==> config.mk <==
export PLATFORM = sky130hd
export DESIGN_NAME = sm83_bus_responder
export DESIGN_NICKNAME = d
export VERILOG_FILES = /design/src/rtl/sm83_bus_responder.sv
export SDC_FILE = /design/constraint.sdc
export NUM_CORES = 1
export LEC_CHECK = 0
export ABC_AREA = 1
export CORE_UTILIZATION = 55
export DETAILED_ROUTE_END_ITERATION = 8
export MAX_ROUTING_LAYER = met4
export PLACE_DENSITY = 0.72
export SKIP_CTS_REPAIR_TIMING = 1
export SYNTH_ARGS = -nofsm -noshare
export SYNTH_HDL_FRONTEND = slang
export SYNTH_SLANG_ARGS = --single-unit
==> constraint.sdc <==
create_clock -name clk -period 3.5 [get_ports clk]
set_clock_uncertainty 0.05 [all_clocks]
set_input_delay 0.875 -clock clk [delete_from_list [all_inputs] [get_ports clk]]
set_output_delay 0.875 -clock clk [all_outputs]
set_load 0.05 [all_outputs]
==> src/rtl/sm83_bus_responder.sv <==
// rtl/sm83_bus_responder.sv - sm83 bus target: HRAM, IF/IE, OAM DMA engine and address routing
module sm83_bus_responder #(
    parameter int          DMA_LEN   = 160,
    parameter logic [15:0] HRAM_BASE = 16'hFF80
) (
    input  logic        clk,
    input  logic        rst,
    input  logic        ce,
    input  logic [15:0] cpu_addr,
    input  logic [7:0]  cpu_wdata,
    input  logic        cpu_write,
    output logic [7:0]  cpu_rdata,
    output logic [15:0] ext_addr,
    output logic [7:0]  ext_wdata,
    output logic        ext_write,
    input  logic [7:0]  ext_rdata,
    output logic [7:0]  oam_addr,
    output logic [7:0]  oam_wdata,
    output logic        oam_write,
    input  logic [7:0]  oam_rdata,
    input  logic [4:0]  irq_req,
    input  logic [4:0]  irq_clr,
    output logic        int_pending,
    output logic        dma_active
);

    typedef enum logic [1:0] {
        ST_IDLE,
        ST_START,
        ST_ACTIVE
    } dma_state_t;

    localparam logic [7:0] LAST_IDX = 8'(DMA_LEN - 1);

    // Entry 127 would alias IE at FFFF and is never written or read.
    logic [7:0]  hram [0:127];
    logic [7:0]  ie_reg;
    logic [4:0]  if_reg;
    logic [4:0]  if_next;
    logic [7:0]  dma_reg;
    logic [7:0]  src_fold;
    logic [7:0]  idx;
    logic [7:0]  idx_next;
    dma_state_t  state;
    dma_state_t  state_next;

    logic is_ie;
    logic is_if;
    logic is_dma;
    logic is_hram;
    logic is_oam;
    logic is_unused;
    logic is_ext;
    logic cpu_wr;
    logic dma_wr;
    logic active;

    assign is_ie     = (cpu_addr == 16'hFFFF);
    assign is_if     = (cpu_addr == 16'hFF0F);
    assign is_dma    = (cpu_addr == 16'hFF46);
    assign is_hram   = (cpu_addr >= HRAM_BASE) && !is_ie;
    assign is_oam    = (cpu_addr >= 16'hFE00) && (cpu_addr <= 16'hFE9F);
    assign is_unused = (cpu_addr >= 16'hFEA0) && (cpu_addr <= 16'hFEFF);
    assign is_ext    = !(is_ie | is_if | is_dma | is_hram | is_oam | is_unused);

    // A CPU write only counts on an M-cycle strobe and never while held in reset.
    assign cpu_wr = ce & cpu_write & ~rst;
    assign dma_wr = cpu_wr & is_dma;
    assign active = (state == ST_ACTIVE);

    // Sources E0-FF fold down onto the C0-DF work RAM they echo.
    assign src_fold = (dma_reg >= 8'hE0) ? (dma_reg - 8'h20) : dma_reg;

    // Interrupt set wins over acknowledge, which wins over the CPU write.
    assign if_next = (((cpu_wr & is_if) ? cpu_wdata[4:0] : if_reg) & ~irq_clr) | irq_req;

    assign int_pending = |(ie_reg[4:0] & if_reg);
    assign dma_active  = active;

    // HRAM contents survive reset; only CPU writes change them.
    always_ff @(posedge clk) begin
        if (cpu_wr && is_hram) begin
            hram[cpu_addr[6:0]] <= cpu_wdata;
        end
    end

    // IF tracks every clock; IE and the DMA source register move only on ce.
    always_ff @(posedge clk or posedge rst) begin
        if (rst) begin
            ie_reg  <= 8'h00;
            if_reg  <= 5'h00;
            dma_reg <= 8'h00;
        end else begin
            if_reg <= if_next;
            if (cpu_wr && is_ie) begin
                ie_reg <= cpu_wdata;
            end
            if (dma_wr) begin
                dma_reg <= cpu_wdata;
            end
        end
    end

    // DMA state and byte index register.
    always_ff @(posedge clk or posedge rst) begin
        if (rst) begin
            state <= ST_IDLE;
            idx   <= 8'h00;
        end else begin
            state <= state_next;
            idx   <= idx_next;
        end
    end

    // DMA sequencing: a FF46 write always (re)starts via one idle START cycle.
    always_comb begin
        state_next = state;
        idx_next   = idx;
        if (ce) begin
            case (state)
                ST_IDLE: begin
                    if (dma_wr) begin
                        state_next = ST_START;
                    end
                end
                ST_START: begin
                    idx_next   = 8'h00;
                    state_next = dma_wr ? ST_START : ST_ACTIVE;
                end
                ST_ACTIVE: begin
                    if (dma_wr) begin
                        state_next = ST_START;
                        idx_next   = 8'h00;
                    end else begin
                        idx_next = idx + 8'd1;
                        if (idx == LAST_IDX) begin
                            state_next = ST_IDLE;
                        end
                    end
                end
                default: begin
                    state_next = ST_IDLE;
                    idx_next   = 8'h00;
                end
            endcase
        end
    end

    // Port routing and CPU read mux; DMA owns the external and OAM ports while active.
    always_comb begin
        ext_addr  = cpu_addr;
        ext_wdata = cpu_wdata;
        ext_write = 1'b0;
        oam_addr  = cpu_addr[7:0];
        oam_wdata = cpu_wdata;
        oam_write = 1'b0;
        cpu_rdata = 8'hFF;

        if (active) begin
            ext_addr  = {src_fold, idx};
            oam_addr  = idx;
            oam_wdata = ext_rdata;
            oam_write = ce & ~rst;
        end else begin
            ext_write = cpu_wr & is_ext;
            oam_write = cpu_wr & is_oam;
        end

        if (is_ie) begin
            cpu_rdata = ie_reg;
        end else if (is_hram) begin
            cpu_rdata = hram[cpu_addr[6:0]];
        end else if (is_if) begin
            cpu_rdata = {3'b111, if_reg};
        end else if (is_dma) begin
            cpu_rdata = dma_reg;
        end else if (active) begin
            cpu_rdata = 8'hFF;
        end else if (is_oam) begin
            cpu_rdata = oam_rdata;
        end else if (is_unused) begin
            cpu_rdata = 8'h00;
        end else begin
            cpu_rdata = ext_rdata;
        end
    end

endmodule

# Word-level counts from Yosys, hierarchy flattened
# Memories as Yosys holds them, arrays and structs flattened.
# Cells that the tools add are included.
[classes]
muxes = 23
reduce_logical = 11
n_eq_ne = 8
n_addsub = 2
order_cmp = 6
bitwise_logic = 18
[ops]
columns = ["operator", "count"]
rows = [
  ["2-to-1 mux 8 bit", 11],
  ["equality test 16 bit (second input constant)", 3],
  [">= comparator 16 bit (second input constant)", 3],
  ["less-or-equal comparator 16 bit (second input constant)", 2],
  ["2-to-1 mux 16 bit", 1],
  ["case mux 8 bit (2 select lines)", 1],
  ["AND 5 bit", 2],
  ["adder 8 x 1 -> 8 bit (second input constant)", 1],
  ["equality test 8 bit (second input constant)", 1],
  [">= comparator 8 bit (second input constant)", 1],
  ["2-to-1 mux 2 bit", 4],
  ["subtractor 8 x 6 -> 8 bit (second input constant)", 1],
  ["AND 1 bit", 7],
  ["case mux 2 bit (3 select lines)", 1],
  ["logical AND 1 bit", 5],
  ["2-to-1 mux 5 bit", 1],
  ["inverter 5 bit", 1],
  ["bitwise OR 1 bit", 5],
  ["bitwise OR 5 bit", 1],
  ["OR reduction 5 bit", 1],
  ["2-to-1 mux 1 bit", 4],
  ["inequality test 3 x 1 -> 1 bit (second input constant)", 1],
  ["AND reduction 3 bit", 1],
  ["equality test 2 x 1 -> 1 bit (second input constant)", 1],
  ["other kinds (6)", 8],
]
[word_totals]
elab_cells = 74
in_bits = 54
register_bits = 31
out_inout_bits = 52
ramBits = 1024
n_memories = 1
[mem_list]
columns = ["memory", "depth", "word_bits", "rd", "rd_ports_with_merged_regs", "write_ports", "line", "rtl"]
rows = [
  ["hram", 128, 8, 1, 0, 1, "36", "logic [7:0] hram [0:127];"],
]

# Longest topological paths before layout
[logic_depth]
word_depth = 9
mapped_depth = 18
ltp_nobuf = 15

# Least setup slack after synthesis
# Ideal clock, no wire load.
[synth_path]
path_type = "input to output"
startpoint = "input port cpu_addr[0]"
endpoint = "output port oam_addr[0]"
arrival_time_ns = 2.976
required_ns = 2.575
path_buffers = 5
slack_ns = -0.401
cell_stages = 7
cell_sequence = "buf_6 inv_4 buf_6 buf_2 buf_6 o21ai_0 buf_4"
[synth_between]
elab_chain_cells = 1
[synth_rtl]
columns = ["element", "line", "rtl"]
rows = [
  ["start: declaration", "9", "input logic [15:0] cpu_addr,"],
  ["2-to-1 mux 8 bit", "159", "if (active) begin"],
  ["end: declaration", "17", "output logic [7:0] oam_addr,"],
]
# No other way between the ends.

# Worst setup path in the final report
[layout_path]
startpoint = "input port cpu_addr[0]"
endpoint = "output port cpu_rdata[7]"
[layout_between]
elab_chain_cells = 9
word_cells_on_any_way = 20
cone_classes = "5 x order compare; 3 x eq/ne; 7 x mux; 4 x reduce/logical; 1 x memory"
[layout_rtl]
columns = ["element", "line", "rtl"]
rows = [
  [">= comparator 16 bit / less-or-equal comparator 16 bit (equally long branches)", "63", "assign is_unused = (cpu_addr >= 16'hFEA0) && (cpu_addr <= 16'hFEFF);"],
  ["logical AND 1 bit", "63", ""],
  ["2-to-1 mux 8 bit", "181", "end else if (is_unused) begin"],
  ["2-to-1 mux 8 bit", "179", "end else if (is_oam) begin"],
  ["2-to-1 mux 8 bit", "177", "end else if (active) begin"],
  ["2-to-1 mux 8 bit", "175", "end else if (is_dma) begin"],
  ["2-to-1 mux 8 bit", "173", "end else if (is_if) begin"],
  ["2-to-1 mux 8 bit", "171", "end else if (is_hram) begin"],
  ["2-to-1 mux 8 bit *", "169", "if (is_ie) begin"],
  ["end: declaration", "12", "output logic [7:0] cpu_rdata,"],
]
# Mark *: on every way between the ends. The rest lies on a longest branch, timed or not.

==> flow_summary.toml <==
[outcome]
status = "finished with violations"
violations = "negative setup slack"

[timing]
rsz0062_at_grt = "yes"
final_max_slew_viol_count = 0
fmax_mhz = 252
fin_crit_sh_pct = 113
slew_headroom_pct = 27.9
finalHoldViolations = 0
finalSetupViolCount = 8
layout_setup_ws_ns = -0.468
worst_pin_slew_ns = 1.08
min_period_ns = 3.97

[global_routing]
antenna_found_initial = 2
grt_pass1_wl_mm = 193
overflow = 0
track_usage_pct = 32.5
grt_pass1_vias = 31800
grt_max_degree = 129

[die]
start_util_pct = 55.7
die_w_um = 288
rows = 104
die_y_um = 288
dieArea_um2 = 82700
io-pin-count = 106
coreArea_um2 = 80500

[clock_tree]
clkTransAtPathRegs_ns = 0.06
cts_buffers = 103
clock_latency_ns = 0.67
cts.sinks = 1055
clock-root-buffer = "clkbuf_16"
cts_tree = "done"
cts_max_path_buffers = 3
ctsHtreeMaxLevel = 3

[synth]
synth_area_per_cell_um2 = 10.4
ys.flop_type = "edfxtp_1"
synth-edff-count = 1024
synth-seq-cells = 1055
postSynthCellCount = 4329
synth_area_um2 = 44800
yosysWarnings = 0
ys_async_sr_fraction_pct = 2.94
synth_cell_type_count = 40
ys_seq_area_share_pct = 70.3

[drt]
vias_per_cell = 5.59
wl_per_cell_um = 22.1
drc_errors = 0
routed_wl_mm = 132
dr.first_iter.drc_count = 4261
route.vias.total = 33400
firstDrtPassIters = 6
drtAntennaViolNets = 0

[pwr]
ir_drop_v = 0.000471
p_leak_nw = 22.4
powerDensity_nw_per_um2 = 513

[worst_setup_path]
cp-end-kind = "output port"
critPathMaxFanout = 7
critPathKind = "in -> out"
regToRegSetupSlack_ns = 1.82
startpoint_type = "primary input"
crit_arrival_ns = 3.04
cp.required_ns = 2.57

[placement]
io_buffer_count = 105
post-place-cells = 5759
hpwl_mm = 86.1
preCtsSetupSlack_ns = -1.27
place_congestion = 0.994

[layout]
drive_above_1_share_pct = 17.0
largest_reg_flops = 1024
fill_cells = 5692
area.growth.synth_to_final_pct = 22.0
fin_nets = 4883
final_cells = 5973

[min_path]
hold_class = "reg -> reg"

[flow_run]
maxCapViolCount = 0
synth_stat cells (all sizes together), types with 4 or more instances:
library cell | count | area share [%]
nand2 | 2327 | 19
edfxtp | 1024 | 69
nor2 | 256 | 2.2
buf | 194 | 2.4
a21oi | 162 | 1.8
o21ai | 125 | 1.4
inv | 85 | 0.72
nand3 | 44 | 0.54
dfrtp | 31 | 1.7
clkbuf | 23 | 0.19
nand4 | 17 | 0.24
o21bai | 8 | 0.13
nand3b | 4 | 0.067
nor3 | 4 | 0.056
xor2 | 4 | 0.078
final cells by class:
cell class / instances / area (um2) / share of cell area [%]
clock buffer: 125 / 2710 / 4.96
timing repair buffer: 602 / 6050 / 11.1
multi-input combinational: 2978 / 12200 / 22.3
timing repair inverter: 1 / 8.76 / 0.0160
inverter: 86 / 369 / 0.675
tap: 1060 / 1330 / 2.42
sequential: 1055 / 31500 / 57.6
clock inverter: 64 / 499 / 0.913
antenna: 2 / 5.00 / 0.00915
layer usage:
metal	part of all wire (%)	track usage (%)	wire [um]	vias up
met2	47	50.9	62600	1757
met3	9.7	5.12	12900	309
li1	-	-	-	15300
met1	38	42.8	50700	16000
met5	0	-	0	-
met4	4.6	12.7	6030	0
per-stage QoR:
step | util (%) | instance area, um2 | power [mW] | TNS (ns) | hold slack, ns
detailed placement | 62.8 | 50600 | 17.5 | -7.68 | 0.433
CTS | 66.8 | 53800 | 27.9 | -6.31 | 0.448
global placement | 62.8 | 50600 | 17.5 | -5.75 | 0.417
global route | 67.9 | 54700 | 28.7 | -3.55 | 0.473
floorplan | - | 44900 | 15.8 | -0.0853 | 0.403
finish | 67.9 | 54700 | 28.0 | -2.97 | 0.450
placed cells by master, fill, tap and decap left out, types with 33 or more instances in the layout:
cell / synthesis / layout
buf_4: 20 / 433
clkbuf_16: 0 / 113
nand3_1: 40 / 35
nor2_1: 248 / 224
o21ai_1: 18 / 41
edfxtp_1: 1024 / 1024
a21oi_1: 162 / 157
o21ai_0: 107 / 74
buf_12: 0 / 79
clkdlybuf4s50_1: 0 / 33
nand2_1: 2326 / 2284
inv_1: 68 / 58
nand2_2: 1 / 43
cell families after synthesis:
group           count (synthesis)  synth area share [%]
other cells                     1               0.00836
fa+ha+maj                       3                0.0809
flops                        1055                  70.3
compound gates                308                  3.57
simple gates                 2655                  22.6
xor+xnor                        4                0.0781
buf+inv                       303                  3.30
critical path, stage by stage:
cell	delay [ns]
buf_12	0.12
buf_12	0.15
buf_6	0.13
nand3_4	0.10
inv_8	0.07
buf_2	0.17
nand2_1	0.09
nand2_1	0.07
nor2_2	0.14
nand2_1	0.11
nand2_1	0.07
nand2_1	0.10
o21ai_1	0.14
nand2_1	0.13
o21bai_1	0.16
buf_4	0.13
nand2_1	0.10
buf_12	0.17
final timing paths:
path / start / endpoint / cells after the start
setup / recovery: cpu_addr[0] / cpu_rdata[7] / 18
hold / removal: ie_reg[5] / ie_reg[5] / 2
setup reg to reg: state[0] / idx[5] / 6
hold reg to reg: ie_reg[5] / ie_reg[5] / 2
max in group asynchronous: rst / ie_reg[1] / 3
min in group asynchronous: rst / dma_reg[0] / 3
report_power, final:
group | internal (mW) | total (mW) | leakage [nW] | switching (mW)
Clock | 5.90 | 10.6 | 1.55 | 4.72
Combinational | 1.26 | 3.51 | 11.2 | 2.24
Sequential | 13.9 | 13.9 | 9.62 | 0.0345
Total | 21.0 | 28.0 | 22.4 | 7.00
(Power assumes the default switching activity.)
